--- config.mk ---
export PLATFORM = sky130hd
export DESIGN_NAME = mfm_write_encoder
export DESIGN_NICKNAME = d
export VERILOG_FILES = /design/src/rtl/mfm_write_encoder_pkg.sv /design/src/rtl/mfm_bit_encoder.sv /design/src/rtl/mfm_write_encoder.sv
export SDC_FILE = /design/constraint.sdc
export NUM_CORES = 1
export LEC_CHECK = 0
export ABC_AREA = 1
export ABC_CLOCK_PERIOD_IN_PS = 2550
export CAP_MARGIN = 0
export CORE_MARGIN = 4
export CORE_UTILIZATION = 25
export CTS_CLUSTER_DIAMETER = 200
export DETAILED_ROUTE_END_ITERATION = 7
export PLACE_DENSITY_LB_ADDON = 0.12
export SKIP_CTS_REPAIR_TIMING = 1
export SYNTH_ARGS = -nofsm -noshare
export SYNTH_HDL_FRONTEND = slang
export SYNTH_SLANG_ARGS = --single-unit
--- constraint.sdc ---
create_clock -name clk -period 2.55 [get_ports clk]
set_clock_uncertainty 0.2 [all_clocks]
set_input_delay 0.51 -clock clk [delete_from_list [all_inputs] [get_ports clk]]
set_output_delay 0.51 -clock clk [all_outputs]
set_load 0.01 [all_outputs]
--- src/rtl/mfm_write_encoder_pkg.sv ---
// Shared definitions for the floppy MFM write path: state encodings, sync/gap
// constants and default cell timing (also used by the read-side decoder).
package mfm_write_encoder_pkg;

    typedef enum logic [1:0] {
        ST_IDLE  = 2'd0,
        ST_LEAD  = 2'd1,
        ST_SHIFT = 2'd2,
        ST_DRAIN = 2'd3
    } wr_state_t;

    localparam logic [15:0] MFM_SYNC_A1 = 16'h4489;
    localparam logic [7:0]  SYNC_BYTE   = 8'hA1;
    localparam logic [7:0]  GAP_BYTE    = 8'h4E;

    localparam int DEF_CLKS_PER_CELL = 100;
    localparam int DEF_PULSE_CLKS    = 25;
    localparam int DEF_LEAD_CELLS    = 16;
    localparam int CELLS_PER_BYTE    = 16;

endpackage

--- src/rtl/mfm_bit_encoder.sv ---
// Combinational MFM encoder: one byte plus the previous data bit becomes a
// 16-cell word (clock/data pairs, MSB first) and the new previous bit.
module mfm_bit_encoder
    import mfm_write_encoder_pkg::*;
(
    input  logic [7:0]  data,
    input  logic        mark,
    input  logic        prev_in,
    output logic [15:0] cells,
    output logic        prev_out
);

    logic [8:0]  prev_chain;
    logic [15:0] plain_cells;
    logic        sync_hit;

    assign prev_chain[0] = prev_in;

    // Clock cell is set only between two zero data bits.
    generate
        for (genvar gi = 0; gi < 8; gi++) begin : g_bit
            assign plain_cells[15 - 2*gi] = ~prev_chain[gi] & ~data[7 - gi];
            assign plain_cells[14 - 2*gi] = data[7 - gi];
            assign prev_chain[gi + 1]     = data[7 - gi];
        end
    endgenerate

    // The sync mark deliberately drops one clock cell, so it cannot come from the rule above.
    assign sync_hit = mark && (data == SYNC_BYTE);
    assign cells    = sync_hit ? MFM_SYNC_A1 : plain_cells;
    assign prev_out = sync_hit ? 1'b1 : prev_chain[8];

endmodule

--- src/rtl/mfm_write_encoder.sv ---
// MFM write encoder: one-byte holding buffer, lead-in, cell timing, write-pulse
// generation, gap-byte fill on underrun and write-gate control.
module mfm_write_encoder
    import mfm_write_encoder_pkg::*;
#(
    parameter int         CLKS_PER_CELL = DEF_CLKS_PER_CELL,
    parameter int         PULSE_CLKS    = DEF_PULSE_CLKS,
    parameter int         LEAD_CELLS    = DEF_LEAD_CELLS,
    parameter logic [7:0] FILL_BYTE     = GAP_BYTE
) (
    input  logic       clk,
    input  logic       RESET_IN,
    input  logic       enable,
    input  logic [7:0] byte_in,
    input  logic       byte_mark,
    input  logic       byte_valid,
    output logic       byte_ready,
    output logic       underrun,
    output logic       busy,
    output logic       wgate_n,
    output logic       wdata_n
);

    localparam int CNT_W = $clog2(CLKS_PER_CELL);
    localparam int IDX_W = $clog2((LEAD_CELLS > CELLS_PER_BYTE) ? LEAD_CELLS : CELLS_PER_BYTE);
    localparam logic [CNT_W-1:0] CELL_LAST = CNT_W'(CLKS_PER_CELL - 1);
    localparam logic [CNT_W-1:0] PULSE_END = CNT_W'(PULSE_CLKS);
    localparam logic [IDX_W-1:0] LEAD_LAST = IDX_W'(LEAD_CELLS - 1);
    localparam logic [IDX_W-1:0] BYTE_LAST = IDX_W'(CELLS_PER_BYTE - 1);

    wr_state_t        state_reg, state_next;
    logic [CNT_W-1:0] cell_cnt_reg;
    logic [IDX_W-1:0] cell_idx_reg;
    logic [15:0]      cells_reg;
    logic             prev_reg;
    logic [7:0]       buf_data_reg;
    logic             buf_mark_reg;
    logic             buf_full_reg;
    logic             underrun_reg;

    logic        cell_end, boundary, load, load_fill, drain_now, take;
    logic [7:0]  enc_data;
    logic        enc_mark, enc_prev, enc_prev_out;
    logic [15:0] enc_cells;

    assign cell_end  = (cell_cnt_reg == CELL_LAST);
    assign boundary  = cell_end &&
                       (((state_reg == ST_LEAD)  && (cell_idx_reg == LEAD_LAST)) ||
                        ((state_reg == ST_SHIFT) && (cell_idx_reg == BYTE_LAST)));
    assign load      = boundary && enable;
    assign load_fill = load && !buf_full_reg;
    assign drain_now = boundary && !enable;
    assign take      = byte_valid && byte_ready;

    // The first byte after the lead-in always starts from prev = 0.
    assign enc_data = buf_full_reg ? buf_data_reg : FILL_BYTE;
    assign enc_mark = buf_full_reg && buf_mark_reg;
    assign enc_prev = (state_reg == ST_LEAD) ? 1'b0 : prev_reg;

    mfm_bit_encoder u_bit_encoder (
        .data     (enc_data),
        .mark     (enc_mark),
        .prev_in  (enc_prev),
        .cells    (enc_cells),
        .prev_out (enc_prev_out)
    );

    always_ff @(posedge clk or posedge RESET_IN) begin
        if (RESET_IN) begin
            state_reg    <= ST_IDLE;
            cell_cnt_reg <= '0;
            cell_idx_reg <= '0;
            cells_reg    <= '0;
            prev_reg     <= 1'b0;
            buf_data_reg <= '0;
            buf_mark_reg <= 1'b0;
            buf_full_reg <= 1'b0;
            underrun_reg <= 1'b0;
        end else begin
            state_reg    <= state_next;
            underrun_reg <= load_fill;

            if (state_reg == ST_IDLE || cell_end)
                cell_cnt_reg <= '0;
            else
                cell_cnt_reg <= cell_cnt_reg + 1'b1;

            if (state_reg == ST_IDLE || state_reg == ST_DRAIN || boundary)
                cell_idx_reg <= '0;
            else if (cell_end)
                cell_idx_reg <= cell_idx_reg + 1'b1;

            if (load) begin
                cells_reg <= enc_cells;
                prev_reg  <= enc_prev_out;
            end else if (state_reg == ST_SHIFT && cell_end) begin
                cells_reg <= {cells_reg[14:0], 1'b0};
            end

            // A boundary always empties the buffer: consumed on load, discarded on drain.
            if (boundary)
                buf_full_reg <= 1'b0;
            if (take) begin
                buf_full_reg <= 1'b1;
                buf_data_reg <= byte_in;
                buf_mark_reg <= byte_mark;
            end
        end
    end

    always_comb begin
        state_next = state_reg;
        case (state_reg)
            ST_IDLE:  if (enable) state_next = ST_LEAD;
            ST_LEAD,
            ST_SHIFT: if (boundary) state_next = enable ? ST_SHIFT : ST_DRAIN;
            ST_DRAIN: if (cell_end) state_next = ST_IDLE;
            default:  state_next = ST_IDLE;
        endcase
    end

    always_comb begin
        busy       = (state_reg != ST_IDLE);
        wgate_n    = (state_reg == ST_IDLE);
        wdata_n    = !((state_reg == ST_SHIFT) && cells_reg[15] && (cell_cnt_reg < PULSE_END));
        byte_ready = !buf_full_reg && !drain_now &&
                     ((state_reg == ST_LEAD) || (state_reg == ST_SHIFT));
        underrun   = underrun_reg;
    end

endmodule
# Word-level counts from Yosys, hierarchy flattened
# Cells that the tools add are included.
# op_classes
reduce_logical	30
mux	16
eq_ne	9
bitwise_logic	17
n_addsub	2
n_lt_le_gt_ge	1
# ops
op	count
$mux 16	3
$logic_and 1x1->1	14
$not 1->1	9
$and 1x1->1	8
$eq 8x8->1 const B	1
$mux 4	2
$mux 8	1
$reduce_bool 2->1	4
$add 7x1->7 const B	1
$eq 7x7->1 const B	1
$lt 7x5->1 const B	1
$mux 7	1
$mux 2	3
$ne 2x2->1 const B	3
$pmux 2 s3	1
$logic_or 1x1->1	5
$mux 1	5
$add 4x1->4 const B	1
$eq 2x2->1 const B	2
$eq 4x4->1 const B	1
$logic_not 1->1	4
$reduce_and 3->1	1
$eq 2x1->1 const B	1
$logic_not 2->1	1
$reduce_or 2->1	1
# word_totals
regBits	41
out_inout_bits	5

# Logic depth before layout (Yosys ltp)
# logic_depth
word_depth	10
depth_mapped	10
depth_no_buf	9

# By module
# A second synthesis with hierarchy kept.
# unflattened
hier_cells	315
hier_area_um2	2298.5
# modules_own_cells
module	seq_area_each_um2	area_per_inst_um2	instances	cells_per_inst
mfm_write_encoder	1026.0	2203.4	1	292
mfm_bit_encoder	0.0	95.1	1	23

# Least setup slack after synthesis
# No wires, ideal clock.
# synth_timing
kind	register -> output
start	reg state_reg[0]
end	out byte_ready
t_arrival_ps	1263
path_stages_with_launch	8
setup_slack_ps	577
required_ps	1840
cell_sequence	dfrtp_1 -> inv_1 -> ha_1 -> o21ai_0 -> nor2_2 -> nand2_1 -> nand2_1 -> a21oi_1
# synth_via
elab_chain_cells	8
# synth_rtl
item	line_no	rtl
start: declaration	mfm_write_encoder.sv:31	wr_state_t state_reg, state_next;
start signal: assignment	mfm_write_encoder.sv:80	state_reg <= state_next;
$eq 2x1->1 or $eq 2x2->1 (tied branches)	mfm_write_encoder.sv:48, mfm_write_encoder.sv:127, mfm_write_encoder.sv:49	
$logic_and 1x1->1, on equally long branches	mfm_write_encoder.sv:48, mfm_write_encoder.sv:49	
$logic_or 1x1->1	mfm_write_encoder.sv:48	(((state_reg == ST_LEAD) && (cell_idx_reg == LEAD_LAST)) ||
$logic_and 1x1->1	mfm_write_encoder.sv:47	assign boundary = cell_end &&
$logic_and 1x1->1	mfm_write_encoder.sv:52	assign drain_now = boundary && !enable;
$logic_not 1->1	mfm_write_encoder.sv:126	byte_ready = !buf_full_reg && !drain_now &&
$logic_and 1x1->1	mfm_write_encoder.sv:126	
$logic_and 1x1->1 *	mfm_write_encoder.sv:126	
end: declaration	mfm_write_encoder.sv:17	output logic byte_ready,
# Every way passes the cells marked *; elsewhere a longest branch is shown, timed or not.

# Worst setup path in the final report
# layout_timing
start	reg state_reg[0]
end	out busy
# layout_via
elab_chain_cells	1
# layout_rtl
item	line_no	rtl
$reduce_bool 2->1	mfm_write_encoder.sv:123	busy = (state_reg != ST_IDLE);
end: declaration	mfm_write_encoder.sv:19	output logic busy,
# No other way between the ends.

==> run metrics <==
Avg Cell Area, Syn between 8 and 9 um2; Cell Area, Synth between 2000 and 2500 um2; worst r2r src state_reg[1]$_DFFE_PP0P_; worst-path maximum fanout 4; Iteration-0 DRC Markers 71; # IOs 18; max FFs per register 16; Gate Count Post-Synth 261; layout cells sized above 1 0.100; Post-Synth Simple-Gate Area 0.354; pin count of the biggest net entering global routing between 40 and 50; H-tree levels 2; Worst Max-Slew Pin Slew around 0.56 ns; PwrDens slightly below 700 nW/um2; antenna violations before repair 0; Slowest cell on crit path clkdlybuf4s50_1; Die X approximately 100 um; post-synthesis sequential area ratio 0.488; fmax roughly 420 MHz; post-route ant nets 0; iteration count of the initial detailed-routing pass 4; CORE AREA about 8200 um2; maxcap violations 0; type of element launching the critical path register; Peak VDD IR about 0.38 mV; Yosys warning count 0; final design instance area without fill around 2500 um2; Root Driver clkbuf_8; Pwr Total ~1.8 mW; most frequent cells in the layout nand2_1, dfrtp_1, nand3_1, inv_1, nor2_1; final setup vio count 0; crit path DAT around 1.7 ns; #FFs+latches synth between 40 and 50; CTS sink cnt roughly 40; Final Hold Vio Count 0; Setup Total Neg Slack 0 ns; die footprint ~9900 um2; Hold Path Sink cells_reg[6]$_DFFE_PP0P_; hold path depth 2; GP Congestion 0.756; CP Depth 4; CTS clk-pin slew, worst paths approximately 0.080 ns; RSZ-0062 raised after global routing false; Critical Path RT about 1.8 ns; Detailed Place HPWL roughly 3.5 mm; Compound-Gate Fraction of Synth Area 0.0602; Post-Synth Adder-Cell Area 0.0357; starting density of the core 0.257; Rel. slew slack 0.627; Worst R2R Path Depth 10; TritonCTS clock tree yes; Total GRT Usage 0.108; drt drc 0; CTS max path bufs 2; # diodes 0; most common cell type on the critical path inv_1; Final period util 0.930; Row Count 33; Final min period 2.37 ns; Die H 99.7 um; critical path class register to primary output; vias in the first global route between 1500 and 2000; cell leakage power 1.26 nW; run status complete, no violations; Clock Latency Late Sink roughly 0.30 ns; CP top delay family buffers and inverters; Hold Path Class register to register; commonest non-fill, non-tap cell in the layout nand2_1; Buffers & Inverters on Critical Path 3; Via density between 4 and 5; cts bufs inserted 5; post-synthesis cell type count 30; mux cell area share after synthesis 0; worst-path cell chain inv_1 -> ha_1 -> inv_1 -> clkdlybuf4s50_1; capturing element type of the critical path primary output; first-pass GRT wire length 8.57 mm; Final Max Slew Viols 0; reg-to-reg setup timing slack about 0.55 ns; RR Endpoint cells_reg[15]$_DFFE_PP0P_; xor and xnor fraction of the mapped netlist area 0.00417; Avg WL per Cell 12.5 um; largest family of logic cells by synthesized area simple AND/OR/NAND/NOR gates; post-synth net total 280; dpl cell area 2430 um2; routed vias around 1700; PortBufs 17; total gr overflow 0; area growth from synthesis to layout 20.6%; final net count just over 300; final wirelength ~4.9 mm; Worst path max stage delay 0.53 ns; hold_sp cells_reg[6]$_DFFE_PP0P_
==> worst max path at each step <==
stage,startpoint,end
global placement,enable,byte_ready
floorplan,state_reg[0]$_DFFE_PP0P_,byte_ready
CTS,state_reg[1]$_DFFE_PP0P_,byte_ready
global route,state_reg[0]$_DFFE_PP0P_,byte_ready
finish,state_reg[0]$_DFFE_PP0P_,busy
detailed placement,enable,byte_ready
==> Yosys cell counts, drive strengths merged <==
master / number / area share
a21oi: 6 / 0.014
a22oi: 1 / 0.0036
and3: 1 / 0.0030
buf: 5 / 0.017
clkbuf: 2 / 0.0036
dfrtp: 41 / 0.49
ha: 6 / 0.036
inv: 20 / 0.037
nand2: 91 / 0.17
nand3: 31 / 0.085
nand3b: 1 / 0.0036
nand4: 11 / 0.033
nor2: 19 / 0.040
nor3: 4 / 0.0095
nor3b: 3 / 0.011
nor4: 1 / 0.0030
o2111ai: 1 / 0.0042
o21ai: 16 / 0.038
xor2: 1 / 0.0042
==> per-layer routing <==
metal | vias up | part of all wire | GRT usage
li1 | 909 | - | -
met1 | 809 | 0.53 | 0.153
met2 | 23 | 0.43 | 0.161
met3 | 6 | 0.031 | 0.0238
met4 | 0 | 0.011 | 0.0368
met5 | - | 0 | 0
==> layout make-up <==
class | instances | area [um2]
Tap cell | 105 | 131
Clock buffer | 7 | 96.3
Inverter | 20 | 77.6
Sequential cell | 41 | 1030
Fill cell | 903 | 5640
Multi-Input combinational cell | 193 | 955
Timing Repair Buffer | 27 | 243
Clock inverter | 1 | 5.00
==> per-stage QoR <==
stage,utilization,hold WS [ns],cells,worst slack (ns)
after detailed placement,0.298,0.268,386,0.0842
after CTS,0.310,0.289,394,-0.232
after floorplan,-,0.243,261,0.577
after global placement,0.298,0.262,386,0.0840
after global routing,0.310,0.306,394,0.00302
final,0.310,0.283,394,0.180
==> logic make-up (layout without fill, tap and decap cells) <==
kind of cell	count (synthesis)	count (layout)
and+or+nand+nor	162	162
DFF	41	41
buffers and inverters	27	55
AOI/OAI and AO/OA	24	24
adders and majority gates	6	6
xor gates and xnor gates	1	1
==> report_power, final <==
part           switching (mW)  internal, mW
clock                   0.241         0.245
sequential             0.0480         0.702
combinational           0.326         0.195
==> worst reg2reg max path: stages (launching register included) <==
cell	delay, ns
dfrtp_1	0.42
inv_1	0.09
ha_1	0.17
o21ai_1	0.08
nor2_2	0.10
buf_4	0.13
nand3_4	0.21
nand2_4	0.22
inv_4	0.11
nand2_1	0.07
nand3_1	0.07
No activity file was read; power rests on OpenSTA's default activity.
